$ cat src/rtl/jtcps1_gfx_range_mapper_if.sv
// Lookup request/response bundle between the tile/object fetchers and the GFX range mapper.
interface jtcps1_gfx_range_mapper_if #(
    parameter int unsigned CODEW = 16,
    parameter int unsigned BANKW = 4,
    parameter int unsigned IDXW  = 4
);
    logic             req_valid;
    logic             req_ready;
    logic [2:0]       layer;
    logic [CODEW-1:0] code;
    logic             out_valid;
    logic [BANKW-1:0] offset;
    logic [BANKW-1:0] mask;
    logic             unmapped;
    logic [IDXW-1:0]  hit_idx;

    modport master (
        output req_valid, layer, code,
        input  req_ready, out_valid, offset, mask, unmapped, hit_idx
    );

    modport slave (
        input  req_valid, layer, code,
        output req_ready, out_valid, offset, mask, unmapped, hit_idx
    );
endinterface

$ cat src/rtl/jtcps1_gfx_range_mapper.sv
// Run-time loadable code-range table mapping (layer, tile code) to a GFX ROM bank offset/mask.
// Lookups resolve over two registered edges after the accept edge; results are one-cycle strobes.
module jtcps1_gfx_range_mapper #(
    parameter  int unsigned NRANGES = 16,
    parameter  int unsigned NBANKS  = 4,
    parameter  int unsigned CODEW   = 16,
    parameter  int unsigned BANKW   = 4,
    localparam int unsigned IDXW    = $clog2(NRANGES),
    localparam int unsigned BSELW   = (NBANKS > 1) ? $clog2(NBANKS) : 1
) (
    input  logic                    clk_i,
    input  logic                    rst_ni,
    input  logic                    cfg_we_i,
    input  logic [IDXW-1:0]         cfg_idx_i,
    input  logic                    cfg_en_i,
    input  logic [4:0]              cfg_layers_i,
    input  logic [CODEW-1:0]        cfg_start_i,
    input  logic [CODEW-1:0]        cfg_end_i,
    input  logic [BSELW-1:0]        cfg_bank_i,
    input  logic                    cfg_clr_i,
    output logic                    busy_o,
    input  logic [NBANKS*BANKW-1:0] bank_offset_i,
    input  logic [NBANKS*BANKW-1:0] bank_mask_i,
    jtcps1_gfx_range_mapper_if.slave lk
);
    localparam logic [IDXW-1:0] LastIdx = IDXW'(NRANGES - 1);

    typedef enum logic {StClear, StRun} state_e;

    state_e          state_q, state_d;
    logic [IDXW-1:0] cnt_q, cnt_d;

    logic             en_q    [NRANGES];
    logic [4:0]       lyr_q   [NRANGES];
    logic [CODEW-1:0] start_q [NRANGES];
    logic [CODEW-1:0] end_q   [NRANGES];
    logic [BSELW-1:0] bank_q  [NRANGES];

    logic               accept;
    logic [7:0]         lyr_oh;
    logic [NRANGES-1:0] m;

    logic               s1_valid_q;
    logic [NRANGES-1:0] s1_m_q;
    logic               pe_hit;
    logic [IDXW-1:0]    pe_idx;
    logic               s2_valid_q, s2_hit_q;
    logic [IDXW-1:0]    s2_idx_q;
    logic               s3_valid_q, s3_live_q, s3_hit_q;
    logic [IDXW-1:0]    s3_idx_q;
    logic [BSELW-1:0]   s3_bank_q;
    logic               bank_ok;
    logic [BANKW-1:0]   sel_off, sel_msk;

    always_comb begin
        state_d = state_q;
        cnt_d   = cnt_q;
        unique case (state_q)
            StClear: begin
                if (cfg_clr_i) begin
                    cnt_d = '0;
                end else if (cnt_q == LastIdx) begin
                    state_d = StRun;
                    cnt_d   = '0;
                end else begin
                    cnt_d = cnt_q + 1'b1;
                end
            end
            StRun: begin
                if (cfg_clr_i) begin
                    state_d = StClear;
                    cnt_d   = '0;
                end
            end
            default: state_d = StClear;
        endcase
    end

    always_ff @(posedge clk_i) begin
        if (!rst_ni) begin
            state_q <= StClear;
            cnt_q   <= '0;
        end else begin
            state_q <= state_d;
            cnt_q   <= cnt_d;
        end
    end

    assign busy_o       = (state_q == StClear);
    assign lk.req_ready = (state_q == StRun);
    assign accept       = lk.req_valid & lk.req_ready;

    // Writes only land in RUN and lose to a coincident clear request.
    always_ff @(posedge clk_i) begin
        if (rst_ni) begin
            if (state_q == StClear) begin
                en_q[cnt_q] <= 1'b0;
            end else if (cfg_we_i && !cfg_clr_i) begin
                en_q[cfg_idx_i]    <= cfg_en_i;
                lyr_q[cfg_idx_i]   <= cfg_layers_i;
                start_q[cfg_idx_i] <= cfg_start_i;
                end_q[cfg_idx_i]   <= cfg_end_i;
                bank_q[cfg_idx_i]  <= cfg_bank_i;
            end
        end
    end

    // Layers 5..7 shift out of the low five bits and so never match.
    assign lyr_oh = 8'd1 << lk.layer;

    always_comb begin
        m = '0;
        for (int i = 0; i < NRANGES; i++) begin
            m[i] = en_q[i] & (|(lyr_q[i] & lyr_oh[4:0])) &
                   (lk.code >= start_q[i]) & (lk.code <= end_q[i]);
        end
    end

    always_comb begin
        pe_hit = 1'b0;
        pe_idx = '0;
        for (int i = NRANGES - 1; i >= 0; i--) begin
            if (s1_m_q[i]) begin
                pe_hit = 1'b1;
                pe_idx = i[IDXW-1:0];
            end
        end
    end

    always_ff @(posedge clk_i) begin
        if (!rst_ni) begin
            s1_valid_q <= 1'b0;
            s1_m_q     <= '0;
            s2_valid_q <= 1'b0;
            s2_hit_q   <= 1'b0;
            s2_idx_q   <= '0;
            s3_valid_q <= 1'b0;
            s3_live_q  <= 1'b0;
            s3_hit_q   <= 1'b0;
            s3_idx_q   <= '0;
            s3_bank_q  <= '0;
        end else begin
            s1_valid_q <= accept;
            if (accept) s1_m_q <= m;
            s2_valid_q <= s1_valid_q;
            if (s1_valid_q) begin
                s2_hit_q <= pe_hit;
                s2_idx_q <= pe_idx;
            end
            s3_valid_q <= s2_valid_q;
            if (s2_valid_q) begin
                s3_live_q <= 1'b1;
                s3_hit_q  <= s2_hit_q;
                s3_idx_q  <= s2_idx_q;
                s3_bank_q <= bank_q[s2_idx_q];
            end
        end
    end

    if (NBANKS < (1 << BSELW)) begin : g_bank_chk
        assign bank_ok = (s3_bank_q < BSELW'(NBANKS));
    end else begin : g_bank_full
        assign bank_ok = 1'b1;
    end

    always_comb begin
        sel_off = '0;
        sel_msk = '0;
        for (int b = 0; b < NBANKS; b++) begin
            if (s3_bank_q == b[BSELW-1:0]) begin
                sel_off = bank_offset_i[b*BANKW +: BANKW];
                sel_msk = bank_mask_i[b*BANKW +: BANKW];
            end
        end
    end

    // Before the first completed lookup the outputs show the reset values.
    always_comb begin
        lk.out_valid = s3_valid_q;
        lk.offset    = '0;
        lk.mask      = '0;
        lk.unmapped  = 1'b1;
        lk.hit_idx   = '0;
        if (s3_live_q) begin
            if (s3_hit_q && bank_ok) begin
                lk.offset   = sel_off;
                lk.mask     = sel_msk;
                lk.unmapped = 1'b0;
                lk.hit_idx  = s3_idx_q;
            end else begin
                lk.mask = '1;
            end
        end
    end
endmodule

$ cat src/flat_wrapper.sv
// flat-port wrapper written by rule: the top's interface ports become plain ports
module jtcps1_gfx_range_mapper_flat 
#(
    parameter  int unsigned NRANGES = 16,
    parameter  int unsigned NBANKS  = 4,
    parameter  int unsigned CODEW   = 16,
    parameter  int unsigned BANKW   = 4,
    localparam int unsigned IDXW    = $clog2(NRANGES),
    localparam int unsigned BSELW   = (NBANKS > 1) ? $clog2(NBANKS) : 1
)
  (clk_i, rst_ni, cfg_we_i, cfg_idx_i, cfg_en_i, cfg_layers_i, cfg_start_i, cfg_end_i, cfg_bank_i, cfg_clr_i, busy_o, bank_offset_i, bank_mask_i, lk_req_valid, lk_layer, lk_code, lk_req_ready, lk_out_valid, lk_offset, lk_mask, lk_unmapped, lk_hit_idx);
  jtcps1_gfx_range_mapper_if #(.CODEW(CODEW), .BANKW(BANKW), .IDXW(4)) lk_i ();
  input  logic clk_i;
  input  logic rst_ni;
  input  logic cfg_we_i;
  input  logic [IDXW-1:0] cfg_idx_i;
  input  logic cfg_en_i;
  input  logic [4:0] cfg_layers_i;
  input  logic [CODEW-1:0] cfg_start_i;
  input  logic [CODEW-1:0] cfg_end_i;
  input  logic [BSELW-1:0] cfg_bank_i;
  input  logic cfg_clr_i;
  output logic busy_o;
  input  logic [NBANKS*BANKW-1:0] bank_offset_i;
  input  logic [NBANKS*BANKW-1:0] bank_mask_i;
  input wire logic [$bits(lk_i.req_valid)-1:0] lk_req_valid;
  input wire logic [$bits(lk_i.layer)-1:0] lk_layer;
  input wire logic [$bits(lk_i.code)-1:0] lk_code;
  output wire logic [$bits(lk_i.req_ready)-1:0] lk_req_ready;
  output wire logic [$bits(lk_i.out_valid)-1:0] lk_out_valid;
  output wire logic [$bits(lk_i.offset)-1:0] lk_offset;
  output wire logic [$bits(lk_i.mask)-1:0] lk_mask;
  output wire logic [$bits(lk_i.unmapped)-1:0] lk_unmapped;
  output wire logic [$bits(lk_i.hit_idx)-1:0] lk_hit_idx;
  assign lk_i.req_valid = lk_req_valid;
  assign lk_i.layer = lk_layer;
  assign lk_i.code = lk_code;
  assign lk_req_ready = lk_i.req_ready;
  assign lk_out_valid = lk_i.out_valid;
  assign lk_offset = lk_i.offset;
  assign lk_mask = lk_i.mask;
  assign lk_unmapped = lk_i.unmapped;
  assign lk_hit_idx = lk_i.hit_idx;
  jtcps1_gfx_range_mapper #(.NRANGES(NRANGES), .NBANKS(NBANKS), .CODEW(CODEW), .BANKW(BANKW)) u_core (.clk_i(clk_i), .rst_ni(rst_ni), .cfg_we_i(cfg_we_i), .cfg_idx_i(cfg_idx_i), .cfg_en_i(cfg_en_i), .cfg_layers_i(cfg_layers_i), .cfg_start_i(cfg_start_i), .cfg_end_i(cfg_end_i), .cfg_bank_i(cfg_bank_i), .cfg_clr_i(cfg_clr_i), .busy_o(busy_o), .bank_offset_i(bank_offset_i), .bank_mask_i(bank_mask_i), .lk(lk_i));
endmodule
$ cat config.mk
export PLATFORM = sky130hd
export DESIGN_NAME = jtcps1_gfx_range_mapper_flat
export DESIGN_NICKNAME = d
export VERILOG_FILES = /design/src/rtl/jtcps1_gfx_range_mapper_if.sv /design/src/rtl/jtcps1_gfx_range_mapper.sv /design/src/flat_wrapper.sv
export SDC_FILE = /design/constraint.sdc
export NUM_CORES = 1
export LEC_CHECK = 0
export ABC_AREA = 1
export BUFFER_PORTS_ARGS = -buffer_cell sky130_fd_sc_hd__buf_2
export CORE_UTILIZATION = 63
export DETAILED_ROUTE_END_ITERATION = 12
export PLACE_DENSITY = 0.84
export SYNTH_ARGS = -nofsm -noshare
export SYNTH_HDL_FRONTEND = slang
export SYNTH_SLANG_ARGS = --single-unit
$ cat constraint.sdc
create_clock -name clk_i -period 4 [get_ports clk_i]
set_input_delay 0.6 -clock clk_i [delete_from_list [all_inputs] [get_ports clk_i]]
set_output_delay 0.6 -clock clk_i [all_outputs]
set_load 0.02 [all_outputs]
## Yosys cells after proc, flatten, opt, wreduce, memory -nomap -nowiden

Memory sizes are Yosys's and may differ from the RTL's. A register that Yosys moved wholly into a read port is not among the register bits.
Index checks and enable logic that the tools add are counted.

- ROM bits: 0
- Memory bits (writable): 640
- Memories kept: 5
- Output and inout bits: 16
- Register bits after elaboration: 35
- Word-level logic and storage cells: 208
- Bits in latches: 0

Memory list:

| name | depth | bits a word | read ports | clocked after Yosys merged registers in | wr ports | line | source |
|---|---|---|---|---|---|---|---|
| u_core.end_q | 16 | 16 | 16 | 0 | 1 | jtcps1_gfx_range_mapper.sv:36 | `logic [CODEW-1:0] end_q [NRANGES];` |
| u_core.start_q | 16 | 16 | 16 | 0 | 1 | jtcps1_gfx_range_mapper.sv:35 | `logic [CODEW-1:0] start_q [NRANGES];` |
| u_core.lyr_q | 16 | 5 | 16 | 0 | 1 | jtcps1_gfx_range_mapper.sv:34 | `logic [4:0] lyr_q [NRANGES];` |
| u_core.bank_q | 16 | 2 | 1 | 1 | 1 | jtcps1_gfx_range_mapper.sv:37 | `logic [BSELW-1:0] bank_q [NRANGES];` |
| u_core.en_q | 16 | 1 | 16 | 0 | 1 | jtcps1_gfx_range_mapper.sv:33 | `logic en_q [NRANGES];` |

- Add/sub/neg operators: 1
- $lt $le $gt $ge: 32
- Mux-type cells: 66
- Equality and inequality tests: 5
- Multipliers: 0
- Reduce and logical (&&, ||, !) cells: 21
- Shifts and indexed selects: 1
- Bitwise logic cells: 66
- Divide/modulo/power cells: 0

Operator list:

| kind | count |
|---|---|
| $ge A16 B16 Y1 | 16 |
| $le A16 B16 Y1 | 16 |
| $mux W4 | 34 |
| $and A5 B5 Y5 | 16 |
| $reduce_or A5 Y1 | 16 |
| $and A1 B1 Y1 | 49 |
| $mux W1 | 30 |
| $pmux W4 S2 | 1 |
| $shl A1 B3 Y5 const A | 1 |
| $add A4 B1 Y4 const B | 1 |
| $eq A2 B2 Y1 const B | 2 |
| $eq A4 B4 Y1 const B | 1 |
| $eq A2 B1 Y1 const B | 1 |
| $logic_not A1 Y1 | 2 |
| $logic_not A2 Y1 | 1 |
| $ne A2 B2 Y1 const B | 1 |
| $pmux W1 S2 | 1 |
| $logic_and A1 B1 Y1 | 1 |
| $not A1 Y1 | 1 |
| $reduce_or A1 Y1 | 1 |

## Longest topological paths before layout

- Word-level depth: 16
- Depth in mapped cells: 17

## Worst setup path after synthesis

Ideal clock, no wire load.

- Path kind: flip-flop to flip-flop
- Start point: reg u_core.state_q, in the netlist u_core.lk.req_ready
- End point: mem u_core.bank_q[0][0] in the netlist's numbering, enable pin
- Clock period less this slack: 3.375 ns
- Buffers on the path: 0
- Path slack: 0.625 ns
- Data required time: 3.565 ns
- Arrival: 2.940 ns
- Cell stages (with the launch flop): 7
- Cell sequence: dfxtp_1 inv_2 nor2_4 nand3_4 nor2_4 nand2_1 nor2_1

- Longest elaborated chain between the ends: 3

Ends and longest elaborated chain:

| element | line | source |
|---|---|---|
| start, declared | jtcps1_gfx_range_mapper.sv:30 | `state_e state_q, state_d;` |
| start signal, assigned | jtcps1_gfx_range_mapper.sv:81 | `state_q <= StClear;` |
| start signal, assigned | jtcps1_gfx_range_mapper.sv:84 | `state_q <= state_d;` |
| $mux W1 | jtcps1_gfx_range_mapper.sv:96 | `if (state_q == StClear) begin` |
| $mux W1 | jtcps1_gfx_range_mapper.sv:95 | `if (rst_ni) begin` |
| $mux W1 (implied by the code) | jtcps1_gfx_range_mapper.sv:103 | `bank_q[cfg_idx_i] <= cfg_bank_i;` |
| end, declared | jtcps1_gfx_range_mapper.sv:37 |  |

Every way passes these cells.

## Worst setup path after layout

- Start point: in lk_code[6]
- End point: reg u_core.s1_m_q[15]

- Longest elaborated chain between the ends: 3
- Elaborated cells between the ends (all ways): 4
- Those cells by class: order compare (2); bitwise (2)

Ends and longest elaborated chain:

| element | line | source |
|---|---|---|
| start, declared | flat_wrapper.sv:28 | `input wire logic [$bits(lk_i.code)-1:0] lk_code;` |
| $ge A16 B16 Y1 | jtcps1_gfx_range_mapper.sv:115 | `(lk.code >= start_q[i]) & (lk.code <= end_q[i]);` |
| $and A1 B1 Y1 | jtcps1_gfx_range_mapper.sv:114 | `m[i] = en_q[i] & (\|(lyr_q[i] & lyr_oh[4:0])) &` |
| $and A1 B1 Y1 (*) | jtcps1_gfx_range_mapper.sv:115 |  |
| end signal, assigned | jtcps1_gfx_range_mapper.sv:144 | `if (accept) s1_m_q <= m;` |
| end, declared | jtcps1_gfx_range_mapper.sv:44 | `logic [NRANGES-1:0] s1_m_q;` |

Every way passes the cells marked *; elsewhere a longest branch is shown, timed or not.
A chain may end at the register's enable or synchronous reset.

==> flow_summary_export.csv <==
group,metric,value,unit
clock_network,cts_buffers,72,
route,first_iter_violations,3086,
setup_path,critPathLaunchType,"primary input",
yosys,synth_xor_area_frac,0.0002501,
route,vias,25640,
timing,finClkSkew,0.02729,ns
yosys,synth_edf_count,640,
setup_path,worst_ep_required_time,4.53,ns
power_and_ir_drop,combinationalPowerShare,0.068,
yosys,ys_types,44,
timing,setup_tns,0,ns
finish,multiInputGateArea,0.01273,mm2
yosys,ys_ff_latch,677,
setup_path,cp.arrival,3.70,ns
yosys,synth-async-reset-ratio,0,
route,drc,0,
die,die_width,237.8,um
yosys,syn-cell-area,0.03502,mm2
min_path,min_path_type,"primary input to flip-flop",
die,die_h,237.8,um
die,die_area,0.05653,mm2
setup_path,reg2reg_to,"u_core.start_q[9][11]$_DFFE_PP_",
placed_design,place_congestion,0.9462,
timing,timing.final.crit_share,0.7928,
run_status,status,"finished, violations left",
timing,drv_slew,0,
setup_path,reg2reg_from,"u_core.lk.req_ready$_SDFF_PN0_",
run,cap_viol_max_count,1,
setup_path,path_class,"primary input to flip-flop",
clock_network,clkSinkCount,677,
timing,hold_slack,0.3376,ns
finish,area_growth,12.43,%
finish,drive_above_1_share,0.09096,
route,antenna_left,0,
yosys,ys.flop_type,"edfxtp_1",
yosys,syn-num-nets,3744,
yosys,synth_top_area_cell,"edfxtp_1",
die,fp-row-count,86,
timing,hold_violations,0,
clock_network,tritoncts,"done",
min_path,worstHoldStart,"cfg_clr_i",
yosys,synth.area.top_cells,"edfxtp_1, ha_1, inv_1, a21oi_1, nand2_1",
run_status,violations,"max-capacitance violations",
clock_network,path_clk_slew,0.06,ns
yosys,avgSynthCellArea,11.18,um2
grt,grt-ovfl-total,0,
yosys,muxShareOfSynthArea,0,
yosys,netlist.area_leader.share,0.5488,
power_and_ir_drop,p_clk_frac,0.434,
setup_path,crit_path_end_kind,"flip-flop",
die,core_area,0.05499,mm2
setup_path,r2r_slack,0.93,ns
route,post_drt_wl_per_cell,23.12,um
clock_network,clkLatencyLatePin,0.62,ns
timing,rsz0062_at_grt,"no",
yosys,synth-compound-area-share,0.08450,
timing,fmax,315.4,MHz
timing,finalCriticalPeriod,3.171,ns
clock_network,cts_resized,0,
min_path,min_path_cells,4,
route,wirelength,96110,um
power_and_ir_drop,p_leak,0.01717,uW
placed_design,place.port_buffers,115,
power_and_ir_drop,p_seq_frac,0.499,
grt,grt_usage,0.3447,
yosys,synth_top_family_by_area,"adder cells",
power_and_ir_drop,p_sw,3520,uW
grt,grt_pass1_wl,145600,um
yosys,synth_fa_ha_area_frac,0.1833,
die,io_pins,116,
power_and_ir_drop,p_int,12020,uW
clock_network,clock_path_buffers,3,
grt,grt_pass1_vias,26280,
yosys,ys_warn_count,0,
yosys,yosys.area_share.simple,0.09204,
grt,grt_max_degree,40,
route,drt_pass1_iterations,7,
min_path,min_to,"u_core.cnt_q[1]$_SDFFE_PN0P_",
timing,setup_viol_count_final,0,
finish,layout.area.seq,0.01996,mm2
clock_network,post-cts-setup-buffer-count,0,
clock_network,htree_levels,3,
setup_path,cp_max_fo,22,
power_and_ir_drop,peakVddDrop,0.4328,mV
yosys,synth_cells,3131,
die,start_util,0.6368,
timing,worst_pin_slew,1.477,ns
setup_path,reg2regPathDepth,7,
route,vias_per_cell,6.168,
power_and_ir_drop,swShare,0.2266,
power_and_ir_drop,pwr_density_cell,394.6,mW/mm2
clock_network,cts_root_buf,"clkbuf_16",
clock_network,postCtsHoldBufs,0,
timing,maxSlewHeadroom,0.002375,
placed_design,dp_hpwl,63090,um
finish,fillers,3480,
grt,antenna_found_initial,2,
yosys,ys_seq_area_frac,0.5700,
finish,final_nets,3965,
placed cells by master, fill, tap and decap left out, types with 2 or more instances in the layout:
master | netlist | layout
edfxtp_1 | 640 | 640
inv_1 | 618 | 618
ha_1 | 513 | 513
nand2_1 | 394 | 394
a21oi_1 | 311 | 311
nor2_1 | 158 | 142
nand3_1 | 124 | 124
o21ai_0 | 119 | 119
buf_2 | 4 | 115
clkbuf_16 | 0 | 76
buf_4 | 5 | 45
dfxtp_1 | 37 | 37
nor3_1 | 35 | 35
o211ai_1 | 31 | 31
nor2_4 | 4 | 20
nand4_1 | 20 | 20
clkbuf_1 | 10 | 16
a31oi_1 | 13 | 13
o221ai_1 | 13 | 13
clkinv_2 | 0 | 12
o21a_1 | 11 | 11
a221oi_1 | 10 | 10
and2_1 | 10 | 10
clkinv_1 | 0 | 10
inv_2 | 9 | 9
o22ai_1 | 7 | 7
bufinv_16 | 0 | 6
buf_12 | 0 | 6
nand3_2 | 5 | 5
clkbuf_8 | 0 | 5
o21bai_1 | 3 | 3
o211a_1 | 3 | 3
clkinvlp_4 | 0 | 3
a211oi_1 | 2 | 2
o21ai_2 | 2 | 2
o21ai_1 | 2 | 2
nor4_1 | 2 | 2
nand3b_1 | 2 | 2
nor3b_1 | 2 | 2
cell usage after synthesis, types with 4 or more instances:
cell / instances
nand4_1: 20
nand3_2: 5
nor2_4: 4
buf_4: 5
nor3_1: 35
o22ai_1: 7
o21a_1: 11
clkbuf_1: 10
ha_1: 513
o221ai_1: 13
inv_1: 618
a21oi_1: 311
buf_2: 4
inv_2: 9
a221oi_1: 10
o21ai_0: 119
and2_1: 10
dfxtp_1: 37
edfxtp_1: 640
nand2_1: 394
nor2_1: 158
o211ai_1: 31
nand3_1: 124
a31oi_1: 13
registers in the layout (all words and copies together), names as in the netlist:
register             count
u_core.bank_q           32
u_core.s3_bank_q         2
u_core.s1_m_q           16
u_core.end_q           256
u_core.s1_valid_q        1
u_core.s2_idx_q          4
u_core.s2_valid_q        1
u_core.s2_hit_q          1
u_core.s3_hit_q          1
u_core.lyr_q            80
u_core.lk.out_valid      1
u_core.cnt_q             4
u_core.s3_idx_q          4
u_core.s3_live_q         1
u_core.en_q             16
u_core.start_q         256
u_core.lk.req_ready      1
metal layers:
metal	track usage	vias up	share of wire
li1	-	11330	-
met1	0.4166	12260	0.35
met2	0.5698	1609	0.48
met3	0.06387	434	0.11
met4	0.2217	4	0.069
met5	0	-	0.00030
stage by stage:
step	std cells	util	area (um2)	setup WS, ns	power (uW)
after floorplan	3131	-	35020	0.6246	8352
after global placement	4026	0.6731	37010	0.5362	8819
after detailed placement	4026	0.6731	37010	0.4802	8902
after CTS	4156	0.7160	39370	0.9919	15510
after global routing	4156	0.7160	39370	0.8142	15900
final	4157	0.7160	39370	0.8289	15540
kinds of logic (layout without fill, tap and decap cells):
group | after synthesis | after routing
AND/OR/NAND/NOR | 759 | 759
flip-flops | 677 | 677
buffers and inverters | 646 | 923
AO/OA/AOI/OAI | 535 | 535
adder cells (fa/ha/maj) | 513 | 513
XOR/XNOR | 1 | 1
other | 0 | 1
worst max-delay path by stage:
stage	start	end	slack (ns)
floorplan	u_core.lk.req_ready$_SDFF_PN0_	u_core.bank_q[0][0]$_DFFE_PP_	0.62
global placement	lk_code[6]	u_core.s1_m_q[15]$_SDFFE_PN0P_	0.54
detailed placement	lk_code[6]	u_core.s1_m_q[15]$_SDFFE_PN0P_	0.48
CTS	u_core.lk.req_ready$_SDFF_PN0_	u_core.start_q[9][4]$_DFFE_PP_	0.99
global route	u_core.lk.req_ready$_SDFF_PN0_	u_core.start_q[9][1]$_DFFE_PP_	0.81
finish	lk_code[6]	u_core.s1_m_q[15]$_SDFFE_PN0P_	0.83
worst max-delay path, cell delays in order:
cell and delay [ns]:
buf_2 0.66, buf_4 0.38, ha_1 0.21, nand4_1 0.17, o41ai_1 1.26, nand3_1 0.16, a21oi_1 0.21
power by group through the flow:
stage | Clock (uW) | Combinational (uW) | Sequential [uW]
finish | 6740 | 1050 | 7750
global route | 7020 | 1140 | 7740
CTS | 6740 | 1020 | 7750
detailed placement | 0 | 1010 | 7900
global placement | 0 | 923 | 7900
floorplan | 0 | 454 | 7900
cell type report:
type | instances | area share
tap | 748 | 0.02377
clock inverter | 33 | 0.008263
timing repair buffer | 166 | 0.02625
clock buffer | 97 | 0.05158
inverter | 627 | 0.05978
antenna | 1 | 0.00006356
multi-input combinational | 1808 | 0.3233
sequential | 677 | 0.5070
Power figures use the tool's default switching activity.
